`src/rtl/hazard_pkg.sv`:
```
// Shared types and constants for the pipeline hazard/forwarding controller.
// Scoreboard entries hold a fixed-width rd; narrower register addresses are zero-extended.
package hazard_pkg;

    localparam int SB_RD_W   = 8;
    localparam int DEPTH_DEF = 3;
    localparam int FWD_W     = $clog2(DEPTH_DEF + 1);
    localparam int FWD_RF    = 0;

    typedef struct packed {
        logic               vld;
        logic [SB_RD_W-1:0] rd;
        logic               wr;
        logic               ld;
    } sb_entry_t;

    function automatic int fwd_width(input int depth);
        return $clog2(depth + 1);
    endfunction

endpackage

```
`src/rtl/pipe_hazard_ctrl_fwd_select.sv`:
```
// Per-operand forwarding select: finds the youngest in-flight producer of rs
// and flags a load whose data is not yet available at that stage.
module fwd_select
    import hazard_pkg::*;
#(
    parameter int REG_ADDR_W = 5,
    parameter int DEPTH      = 3,
    parameter int LOAD_STAGE = 2,
    parameter int SEL_W      = 2
) (
    input  logic [REG_ADDR_W-1:0] rs,
    input  logic                  used,
    input  sb_entry_t [DEPTH:1]   sb,
    output logic [SEL_W-1:0]      sel,
    output logic                  load_haz
);

    // Walk oldest to youngest so the last hit (smallest k) wins.
    always_comb begin
        sel      = SEL_W'(FWD_RF);
        load_haz = 1'b0;
        for (int k = DEPTH; k >= 1; k--) begin
            if (used && (rs != '0) && sb[k].vld && sb[k].wr &&
                (sb[k].rd == SB_RD_W'(rs))) begin
                sel      = SEL_W'(k);
                load_haz = sb[k].ld && (k < LOAD_STAGE);
            end
        end
    end

endmodule

```
`src/rtl/pipe_hazard_ctrl.sv`:
```
// Hazard and forwarding controller: scoreboard of DEPTH post-decode stages,
// forwarding selects, load-use stall and redirect flush. HAZARD_PERF_EN adds stall/flush counters.
module pipe_hazard_ctrl
    import hazard_pkg::*;
#(
    parameter int REG_ADDR_W = 5,
    parameter int N_SRC      = 2,
    parameter int DEPTH      = 3,
    parameter int LOAD_STAGE = 2,
    localparam int SEL_W     = fwd_width(DEPTH)
) (
    input  logic                        clk,
    input  logic                        arst_n,
    input  logic                        enable,
    input  logic                        id_valid,
    input  logic [N_SRC*REG_ADDR_W-1:0] id_rs,
    input  logic [N_SRC-1:0]            id_rs_used,
    input  logic [REG_ADDR_W-1:0]       id_rd,
    input  logic                        id_reg_write,
    input  logic                        id_is_load,
    input  logic                        redirect,
    output logic                        stall,
    output logic                        flush,
    output logic [N_SRC*SEL_W-1:0]      fwd_sel,
    output logic [DEPTH-1:0]            stage_vld
`ifdef HAZARD_PERF_EN
    ,
    output logic [31:0]                 stall_cnt,
    output logic [31:0]                 flush_cnt
`endif
);

    sb_entry_t [DEPTH:1] sb_q;
    sb_entry_t           sb_in;
    logic [N_SRC-1:0]    haz_vec;

    for (genvar g = 0; g < N_SRC; g++) begin : g_src
        fwd_select #(
            .REG_ADDR_W (REG_ADDR_W),
            .DEPTH      (DEPTH),
            .LOAD_STAGE (LOAD_STAGE),
            .SEL_W      (SEL_W)
        ) u_fwd_select (
            .rs       (id_rs[g*REG_ADDR_W +: REG_ADDR_W]),
            .used     (id_rs_used[g]),
            .sb       (sb_q),
            .sel      (fwd_sel[g*SEL_W +: SEL_W]),
            .load_haz (haz_vec[g])
        );
    end

    assign flush = redirect;
    assign stall = id_valid & (|haz_vec) & ~redirect;

    always_comb begin
        sb_in = '0;
        if (id_valid && !stall && !flush) begin
            sb_in.vld = 1'b1;
            sb_in.rd  = SB_RD_W'(id_rd);
            sb_in.wr  = id_reg_write;
            sb_in.ld  = id_is_load;
        end
    end

    always_ff @(posedge clk or negedge arst_n) begin
        if (!arst_n) begin
            sb_q <= '0;
        end else if (enable) begin
            sb_q <= {sb_q[DEPTH-1:1], sb_in};
        end
    end

    always_comb begin
        stage_vld = '0;
        for (int k = 1; k <= DEPTH; k++) begin
            stage_vld[k-1] = sb_q[k].vld;
        end
    end

`ifdef HAZARD_PERF_EN
    always_ff @(posedge clk or negedge arst_n) begin
        if (!arst_n) begin
            stall_cnt <= '0;
            flush_cnt <= '0;
        end else if (enable) begin
            if (stall && (stall_cnt != 32'hFFFF_FFFF)) stall_cnt <= stall_cnt + 32'd1;
            if (flush && (flush_cnt != 32'hFFFF_FFFF)) flush_cnt <= flush_cnt + 32'd1;
        end
    end
`endif

endmodule

```
`config.mk`:
```
export PLATFORM = sky130hd
export DESIGN_NAME = pipe_hazard_ctrl
export DESIGN_NICKNAME = d
export VERILOG_FILES = /design/src/rtl/hazard_pkg.sv /design/src/rtl/pipe_hazard_ctrl_fwd_select.sv /design/src/rtl/pipe_hazard_ctrl.sv
export SDC_FILE = /design/constraint.sdc
export NUM_CORES = 1
export LEC_CHECK = 0
export BUFFER_PORTS_ARGS = -buffer_cell sky130_fd_sc_hd__buf_2
export CORE_MARGIN = 8
export CORE_UTILIZATION = 57
export DETAILED_ROUTE_END_ITERATION = 10
export PLACE_DENSITY = 0.9
export SLEW_MARGIN = 20
export SYNTH_ARGS = -nofsm -noshare
export SYNTH_HDL_FRONTEND = slang
export SYNTH_SLANG_ARGS = --single-unit
```
`constraint.sdc`:
```
create_clock -name clk -period 5.1 [get_ports clk]
set_clock_uncertainty 0.2 [all_clocks]
set_input_delay 0.255 -clock clk [delete_from_list [all_inputs] [get_ports clk]]
set_output_delay 0.255 -clock clk [all_outputs]
set_load 0.05 [all_outputs]
```
# --- Word level (Yosys, flattened, before mapping) ---
# Index checks and enable logic that the tools add are counted.
totals:
  register_bits: 31
  input_bits: 24
  out_inout_bits: 9
  wordCells: 55
op_classes:
  eq_ne: 6
  mux: 9
  bitwise_logic: 3
  n_reduce_logical: 27
op_table:
  columns: ["op", "count"]
  rows:
  - ["8-bit by 5-bit == test with 1-bit output", 6]
  - ["1-bit logical AND", 22]
  - ["2-bit 2-to-1 mux", 6]
  - ["11-bit 2-to-1 mux", 1]
  - ["5-bit nonzero test", 2]
  - ["1-bit bitwise AND", 2]
  - ["1-bit logical NOT", 2]
  - ["1-bit 2-to-1 mux", 2]
  - ["2-bit OR reduction", 1]
  - ["1-bit NOT", 1]

# --- Longest topological paths before layout ---
# Gate-level depths: netlist of the first run.
depth:
  depth_word: 13
  depth_mapped: 5
  ltp_nobuf: 5

# --- Modules after synthesis ---
# Synthesis of the first run repeated with hierarchy kept, for this count alone.
unflattened:
  hier_cells: 143
  area_unflattened_um2: 1502.7
by_module_without_submodules:
  columns: ["mod", "instances", "cells_per_inst", "area_each_um2", "seq_area_each_um2"]
  rows:
  - ["pipe_hazard_ctrl", 1, 75, 974.7, 600.6]
  - ["fwd_select", 2, 34, 264.0, 0.0]

# --- Worst setup path before layout of the first run ---
# No wires, ideal clock.
synth_timing:
  kind: "in2out"
  startpoint: "in id_rs[8]"
  endpoint: "out fwd_sel[2]"
  arrival_ps: 2185
  setup_slack_ps: 2460
  cell_stages: 5
  path_buffers: 0
  cell_sequence: "or4_1 -> o21a_1 -> nand2_1 -> nor3_1 -> o21ai_0"
synth_via:
  elab_chain_cells: 8
  elab_cells_between_ends: 17
  cone_classes: "eq/ne: 3; mux: 3; reduce/logical: 11"
synth_lines:
  columns: ["item", "line", "text"]
  rows:
  - ["start: declaration", "pipe_hazard_ctrl.sv:16", "input logic [N_SRC*REG_ADDR_W-1:0] id_rs,"]
  - ["5-bit nonzero test", "pipe_hazard_ctrl_fwd_select.sv:23", "if (used && (rs != '0) && sb[k].vld && sb[k].wr &&"]
  - ["1-bit logical AND (4 in a row)", "pipe_hazard_ctrl_fwd_select.sv:23", null]
  - ["2-bit 2-to-1 mux (2 in a row)", "pipe_hazard_ctrl_fwd_select.sv:23", null]
  - ["2-bit 2-to-1 mux *", "pipe_hazard_ctrl_fwd_select.sv:23", null]
  - ["end: declaration", "pipe_hazard_ctrl.sv:24", "output logic [N_SRC*SEL_W-1:0] fwd_sel,"]
# Every way passes the cells marked *; elsewhere a longest branch is shown, timed or not.

# --- Worst setup path in the final report of the first run ---
layout_timing:
  startpoint: "reg sb_q[6] in the netlist's numbering"
  endpoint: "out stall"
layout_via:
  elab_chain_cells: 6
  elab_cells_between_ends: 9
  cone_classes: "eq/ne: 2; mux: 2; bitwise: 2; reduce/logical: 3"
layout_lines:
  columns: ["item", "line", "text"]
  rows:
  - ["start: declaration", "pipe_hazard_ctrl.sv:33", "sb_entry_t [DEPTH:1] sb_q;"]
  - ["start signal: assignment", "pipe_hazard_ctrl.sv:69", "sb_q <= {sb_q[DEPTH-1:1], sb_in};"]
  - ["8-bit by 5-bit == test with 1-bit output", "pipe_hazard_ctrl_fwd_select.sv:24", "(sb[k].rd == SB_RD_W'(rs))) begin"]
  - ["1-bit logical AND", "pipe_hazard_ctrl_fwd_select.sv:23", null]
  - ["1-bit 2-to-1 mux", "pipe_hazard_ctrl_fwd_select.sv:23", null]
  - ["2-bit OR reduction *", "pipe_hazard_ctrl.sv:53", "assign stall = id_valid & (|haz_vec) & ~redirect;"]
  - ["1-bit bitwise AND * (2 in a row)", "pipe_hazard_ctrl.sv:53", null]
  - ["end: declaration", "pipe_hazard_ctrl.sv:22", "output logic stall,"]
# Marks and branches as above.

==> run metrics, run 1 <==
most frequent cell after synthesis sky130_fd_sc_hd__xor2_1; required time of the critical path 4640 ps; number of enable flip-flop cells after synthesis 0; startpoint of the tightest hold check path id_is_load; quantity of I/O buffers inserted on ports 32; total power of the final layout 0.000388 W; clock tree root buffer cell sky130_fd_sc_hd__clkbuf_4; CTS Sinks 22; synthesized netlist cell count 132; Die X-Extent 65.6 um; crit path kind flop to output port; Boundary Pins 33; number of warnings printed during yosys synthesis 0; largest area contributor in the netlist sky130_fd_sc_hd__dfrtp_1; Placed Cells roughly 190; mapped cell area 0.00140 mm2; die boundary height 65.6 um; initial antenna violation count 0; sum of buffers and inverters on the critical path 1; reg2reg start sb_q[6]; Placement Rows 18; fin crit period between 2000 and 3000 ps; Clk network pwr share 0.237; number of distinct standard cells referenced by the synthesized netlist 23; via count 1088; worst hold path class input pin to flop; Leak Pwr approximately 0.8 nW; starting density of the core 0.582; global-route usage over all layers 0.150; Skew-Pair Late Insertion Delay roughly 300 ps; total power per unit cell area 233 mW/mm2; Final Hold Fails 0; part of the power in combinational logic 0.236; slew of the pin with the lowest slew margin 559 ps; Top Family by Delay on Critical Path simple AND/OR/NAND/NOR gates; Worst setup EP type output port; aggregate negative setup slack 0 ps; switching fraction of total power 0.297; share of the clock period used by the worst path after layout 0.517; number of resized instances in the post-cts repair step 0; Core Area 0.00241 mm2; share of final-layout standard cells stronger than drive strength 1 0.381; routability cong. 0.986; RSZ-0062 raised after global routing no; Net Sw Power 0.000115 W; worst path arrival time 2180 ps; Max Cap Violations 0; register bit count reported by yosys 22; internal cell power about 0.00027 W; remaining antenna violation count after routing 0; post-layout instance count excluding filler cells 198; number of diodes 0; sequential area share after synthesis 0.393; Most used DFF post-synth sky130_fd_sc_hd__dfrtp_1; DR vias/cell between 5 and 6; run status finished clean; fill cell count 174; Final nets 193; clock transition at the register clock pins on the worst setup and hold paths after CTS 110 ps; Critical Path, Cell by Cell xor2_1 > nor4_2 > nand3_2 > a21oi_4 > and2_1 > buf_2; Max FO, Critical Path 9; floorplan die area 0.00430 mm2; area after detailed placement 0.00156 mm2; Routed WL 3.06 mm; f_max 0.379 GHz; Peak VDD IR 244 uV; global route overflow 0; DRC violation total after the first TritonRoute iteration 62; signed area change from the synthesized netlist to the final layout 18.7%; Inserted Clock Buffers 3; average wire per cell in the routed design 15.4 um; final setup violating endpoints 0; final-report max-slew violation count 0; post-layout instance area 0.00166 mm2; largest net degree at the start of global routing 24; first-pass GRT wire length 5.18 mm; post-synth net total 156; post-detailed-placement half-perimeter wirelength 2.42 mm; CP max-delay cell sky130_fd_sc_hd__dfrtp_1; largest cells by area after synthesis sky130_fd_sc_hd__dfrtp_1 (39%), sky130_fd_sc_hd__xor2_1 (19%), sky130_fd_sc_hd__mux2_2 (11%), sky130_fd_sc_hd__o22ai_2 (7.1%), sky130_fd_sc_hd__nand2_1 (3.2%); post-synthesis async set-or-reset flop share 1.00; CTS tree built; startpoint type of the worst setup path flop; Yosys top cell area share 0.393; worst setup path startpoint sb_q[6]; most instantiated cells after synthesis sky130_fd_sc_hd__xor2_1 (30), sky130_fd_sc_hd__dfrtp_1 (22), sky130_fd_sc_hd__mux2_2 (14); Clock H-tree levels 1; share of the core filled with cells in the final layout 0.690; deepest clock path buffer count 2; Detailed Routing Iterations Pass 1 4; relative slew slack 0.627; Post-Syn Area per Cell 10.6 um2; vias in the first global route 1193; CP peak stage delay about 430 ps; number of remaining DRC errors 0; fraction of power consumed by sequential logic 0.527
## cell usage in the layout (no fill, tap or decap), drive strengths merged
cell type and n:
nor4 6, o22ai 8, dlygate4sd3 7, dfrtp 22, and2 3, inv 9, a21oi 1, nor2 4
mux2 14, clkbuf 4, and3 1, xor2 30, buf 32, nand2 12, o21a 3, nor3 2
o21ai 2, nand3 4, or4 2, o31ai 1, nor2b 1
## layer usage
layer / wire length (um) / GRT usage / part of all wire
met5: 0 / 0 / 0
met4: 64 / 0.0763 / 0.021
met3: 154 / 0.0306 / 0.050
met2: 1550 / 0.269 / 0.51
met1: 1290 / 0.163 / 0.42
## registers in the layout, summed over array words and instances (netlist names)
name	count
sb_q	19
stage_vld	3
## worst register-to-register path, stage by stage, from the launching register on
cell and delay (ps):
sky130_fd_sc_hd__dfrtp_1 430, sky130_fd_sc_hd__xor2_1 180, sky130_fd_sc_hd__nor4_2 320, sky130_fd_sc_hd__nand3_2 160, sky130_fd_sc_hd__a21oi_4 350, sky130_fd_sc_hd__o22ai_2 140
## stage by stage
| stage | worst slack (ps) | hold WS, ps |
|---|---|---|
| after floorplan | 2460 | -241 |
| after global placement | 2850 | 30.0 |
| after detailed placement | 2820 | 35.7 |
| after CTS | 2470 | 2.61 |
| after global routing | 2300 | 19.3 |
| final | 2460 | 8.01 |
## worst paths after layout
path,cells past startpoint,end,slack [ps]
min reg2reg,1,sb_q[23],340
max reg2reg,5,sb_q[0],3200
min,3,sb_q[0],8
max in group asynchronous,2,sb_q[6],4150
max,6,stall,2460
min in group asynchronous,2,sb_q[4],230
## timing repair
action | in CTS | in global routing
buffers inserted | 0 | 0
hold buffers | 7 | 0
endpoints found under the hold margin | 28 | 0
## final cells by class
cell class,instances,area [um2],area share
Clock buffer,4,36.3,0.0218
Multi-Input combinational cell,94,774,0.466
Inverter,9,33.8,0.0203
Timing Repair Buffer,39,230,0.138
Tap cell,30,37.5,0.0226
Sequential cell,22,551,0.331
## power groups by stage
stage | logic, W | registers (W) | clock network [W]
2_1_floorplan | 0.0000636 | 0.000204 | 0
3_3_place_gp | 0.0000839 | 0.000208 | 0
3_5_place_dp | 0.0000873 | 0.000208 | 0
4_1_cts | 0.0000917 | 0.000205 | 0.0000944
5_1_grt | 0.0000991 | 0.000207 | 0.000101
6_report | 0.0000916 | 0.000205 | 0.0000919
## cell families after synthesis
family | count (synthesis) | synth area share
XOR/XNOR | 30 | 0.187
buffers and inverters | 16 | 0.0545
AO/OA/AOI/OAI | 15 | 0.112
multiplexers | 14 | 0.112
flip-flops | 22 | 0.393
AND/OR/NAND/NOR | 35 | 0.141
(Power assumes the default switching activity.)
==> inputs of run 2 (changes only) <==
CORE_UTILIZATION = 48   (was 57)
PLACE_DENSITY = 0.81   (was 0.9)
clock period = 2.35 ns   (was 5.1 ns; I/O delays follow)
==> run 2 against run 1 <==
  * First-iteration DRC count fell by 65%
  * Global-route usage fell by 1.2 points
  * Setup slack got worse by 2400 ps
  * Register-to-register slack got worse by 2800 ps
  * Non-clock buffer count rose by 5
  * Largest power group unchanged
==> run metrics, run 2 (synthesis gave the netlist of run 1 again) <==
run status finished clean; quantity of I/O buffers inserted on ports 32 (unchanged); first-pass GRT wire length 5.68 mm (+9.6%); signed area change from the synthesized netlist to the final layout 25.5%; met3 Usage GRT 0.0282 (-0.00236); Boundary Pins 33 (unchanged); share of the core filled with cells in the final layout 0.638 (-0.0521); DRC violation total after the first TritonRoute iteration 22 (-65%); deepest clock path buffer count 2 (unchanged); Core Area 0.00276 mm2 (+14%); Detailed Routing Iterations Pass 1 4 (unchanged); global route overflow 0 (unchanged); f_max 0.446 GHz; worst path arrival time 1930 ps (-250 ps); Routed WL 3.38 mm (+10%); average wire per cell in the routed design 16.5 um (+7.2%); register with the highest flop count sb_q; initial antenna violation count 0 (unchanged); fin crit period 2240 ps; final setup violating endpoints 0 (unchanged); Max FO, Critical Path 4 (-5); number of diodes 0 (unchanged); global-route usage over all layers 0.138 (-0.0118); commonest non-fill, non-tap cell in the layout sky130_fd_sc_hd__xor2_1; flip-flop count of the largest register, all copies and words added 19 (unchanged); layer with the highest usage met2; floorplan die area 0.00490 mm2 (+14%); CTS tree built; global routing usage on met1 0.162 (-0.000776); minimum setup slack in the final design 107 ps (-2360 ps); remaining antenna violation count after routing 0 (unchanged); Final Hold Fails 0 (unchanged); clock transition at the register clock pins on the worst setup and hold paths after CTS 130 ps (+20 ps); total power per unit cell area 496 mW/mm2 (+110%); Critical Path, Cell by Cell xor2_1 > nor4_2 > nand3_2 > a21oi_4 > and2_1 > buf_6; Die X-Extent 70.0 um (+6.8%); Inserted Clock Buffers 3 (unchanged); CP max-delay cell sky130_fd_sc_hd__dfrtp_1; Clock H-tree levels 1 (unchanged); CP peak stage delay 450 ps (+20 ps); share of final-layout standard cells stronger than drive strength 1 0.434 (+0.0526); Skew-Pair Late Insertion Delay 320 ps (+20 ps); Peak VDD IR 443 uV (+82%); vias in the first global route 1220 (+2.3%); startpoint type of the worst setup path flop; worst hold path class input pin to async pin; DP Worst Slack 379 ps (-2440 ps); clock tree root buffer cell sky130_fd_sc_hd__clkbuf_4; fill cell count 229 (+32%); required time of the critical path 2030 ps (-2610 ps); via count 1121 (+3.0%); share of the clock period used by the worst path after layout 0.954; GR met2 Demand/Resource 0.243 (-0.0267); slew of the pin with the lowest slew margin 558 ps (-0.428 ps); Max Cap Violations 0 (unchanged); highest-count cells in the layout ignoring fill and taps sky130_fd_sc_hd__xor2_1 (30), sky130_fd_sc_hd__buf_2 (28), sky130_fd_sc_hd__dfrtp_1 (22); Worst setup EP type output port; final-report max-slew violation count 0 (unchanged); Leak Pwr 0.854 nW (+3.6%); Placement Rows 19 (+1); routability cong. 0.954 (-3.3%); relative slew slack 0.628 (about the same); post-detailed-placement half-perimeter wirelength 2.55 mm (+5.0%); largest net degree at the start of global routing 24 (unchanged); Final nets 198 (+2.6%); starting density of the core 0.508 (-0.0733); sum of buffers and inverters on the critical path 1 (unchanged); number of remaining DRC errors 0 (unchanged); CTS Sinks 22 (unchanged); Top Family by Delay on Critical Path simple AND/OR/NAND/NOR gates; die boundary height 70.0 um (+6.8%); DR vias/cell 5.50 (about the same); RSZ-0062 raised after global routing yes; crit path kind flop to output port
## run 2: cell types whose count changed in the layout (fill, tap and decap cells not counted), moves of 2 or more
cell | previous run | this run
sky130_fd_sc_hd__buf_2 | 32 | 28
sky130_fd_sc_hd__buf_4 | 0 | 4
sky130_fd_sc_hd__nor4_1 | 4 | 0
sky130_fd_sc_hd__nor4_2 | 2 | 6
sky130_fd_sc_hd__buf_6 | 0 | 2
sky130_fd_sc_hd__clkbuf_4 | 3 | 5
sky130_fd_sc_hd__o21ai_0 | 2 | 0
sky130_fd_sc_hd__o21ai_1 | 0 | 2
## run 2: final timing paths
path | startpoint | end | slack, ps | cells past startpoint
setup / recovery | sb_q[6] | stall | 110 | 6
hold / removal | arst_n | sb_q[0] | 80 | 2
setup reg to reg | sb_q[6] | sb_q[3] | 440 | 6
hold reg to reg | stage_vld[2] | stage_vld[2] | 340 | 1
max in group asynchronous | arst_n | sb_q[28] | 1530 | 2
min in group clk | redirect | stage_vld[0] | 120 | 5
## run 2: repair_timing
item,4_1_cts,5_1_grt
hold buffers,8,0
gates resized for setup,0,15
endpoints found under the setup margin,0,5
buffers inserted,0,3
hold endpoints to repair,29,0
## run 2: worst reg2reg max path: cells and delay by family (launching register included)
kind	cells	cell delay (ps)
XOR/XNOR	1	190
buffers and inverters	1	190
AO/OA/AOI/OAI	2	270
flip-flops	1	450
AND/OR/NAND/NOR	2	480
## run 2: area by class of cell
type / count / area [um2] / share of cell area
Multi-Input combinational cell: 94 / 812 / 0.462
Timing Repair Buffer: 44 / 288 / 0.164
Sequential cell: 22 / 551 / 0.313
Tap cell: 31 / 38.8 / 0.0220
Inverter: 9 / 33.8 / 0.0192
Clock buffer: 4 / 36.3 / 0.0206
## run 2: power breakdown
group	leakage, nW	total, W	internal [W]	switching [W]
clock	0.0210	0.000213	0.0000948	0.000118
sequential	0.295	0.000445	0.000410	0.0000350
combinational	0.538	0.000215	0.0000936	0.000121
## run 2: metrics by stage
| stage | hold slack, ps | std cells | setup TNS (ps) | area (um2) | total power [W] |
|---|---|---|---|---|---|
| finish | 83.1 | 204 | 0 | 1760 | 0.000872 |
| CTS | 83.8 | 201 | 0 | 1680 | 0.000864 |
| global route | 115 | 204 | -21.1 | 1760 | 0.000923 |
| global placement | -98.7 | 189 | 0 | 1570 | 0.000633 |
| floorplan | -378 | 132 | 0 | 1400 | 0.000581 |
| detailed placement | -94.2 | 189 | 0 | 1570 | 0.000642 |
## run 2: routing by layer
layer  wire length, um  vias up
met1              1430      546
met3               163        7
li1                  -      528
met5                 0        -
met4                62        0
met2              1720       40
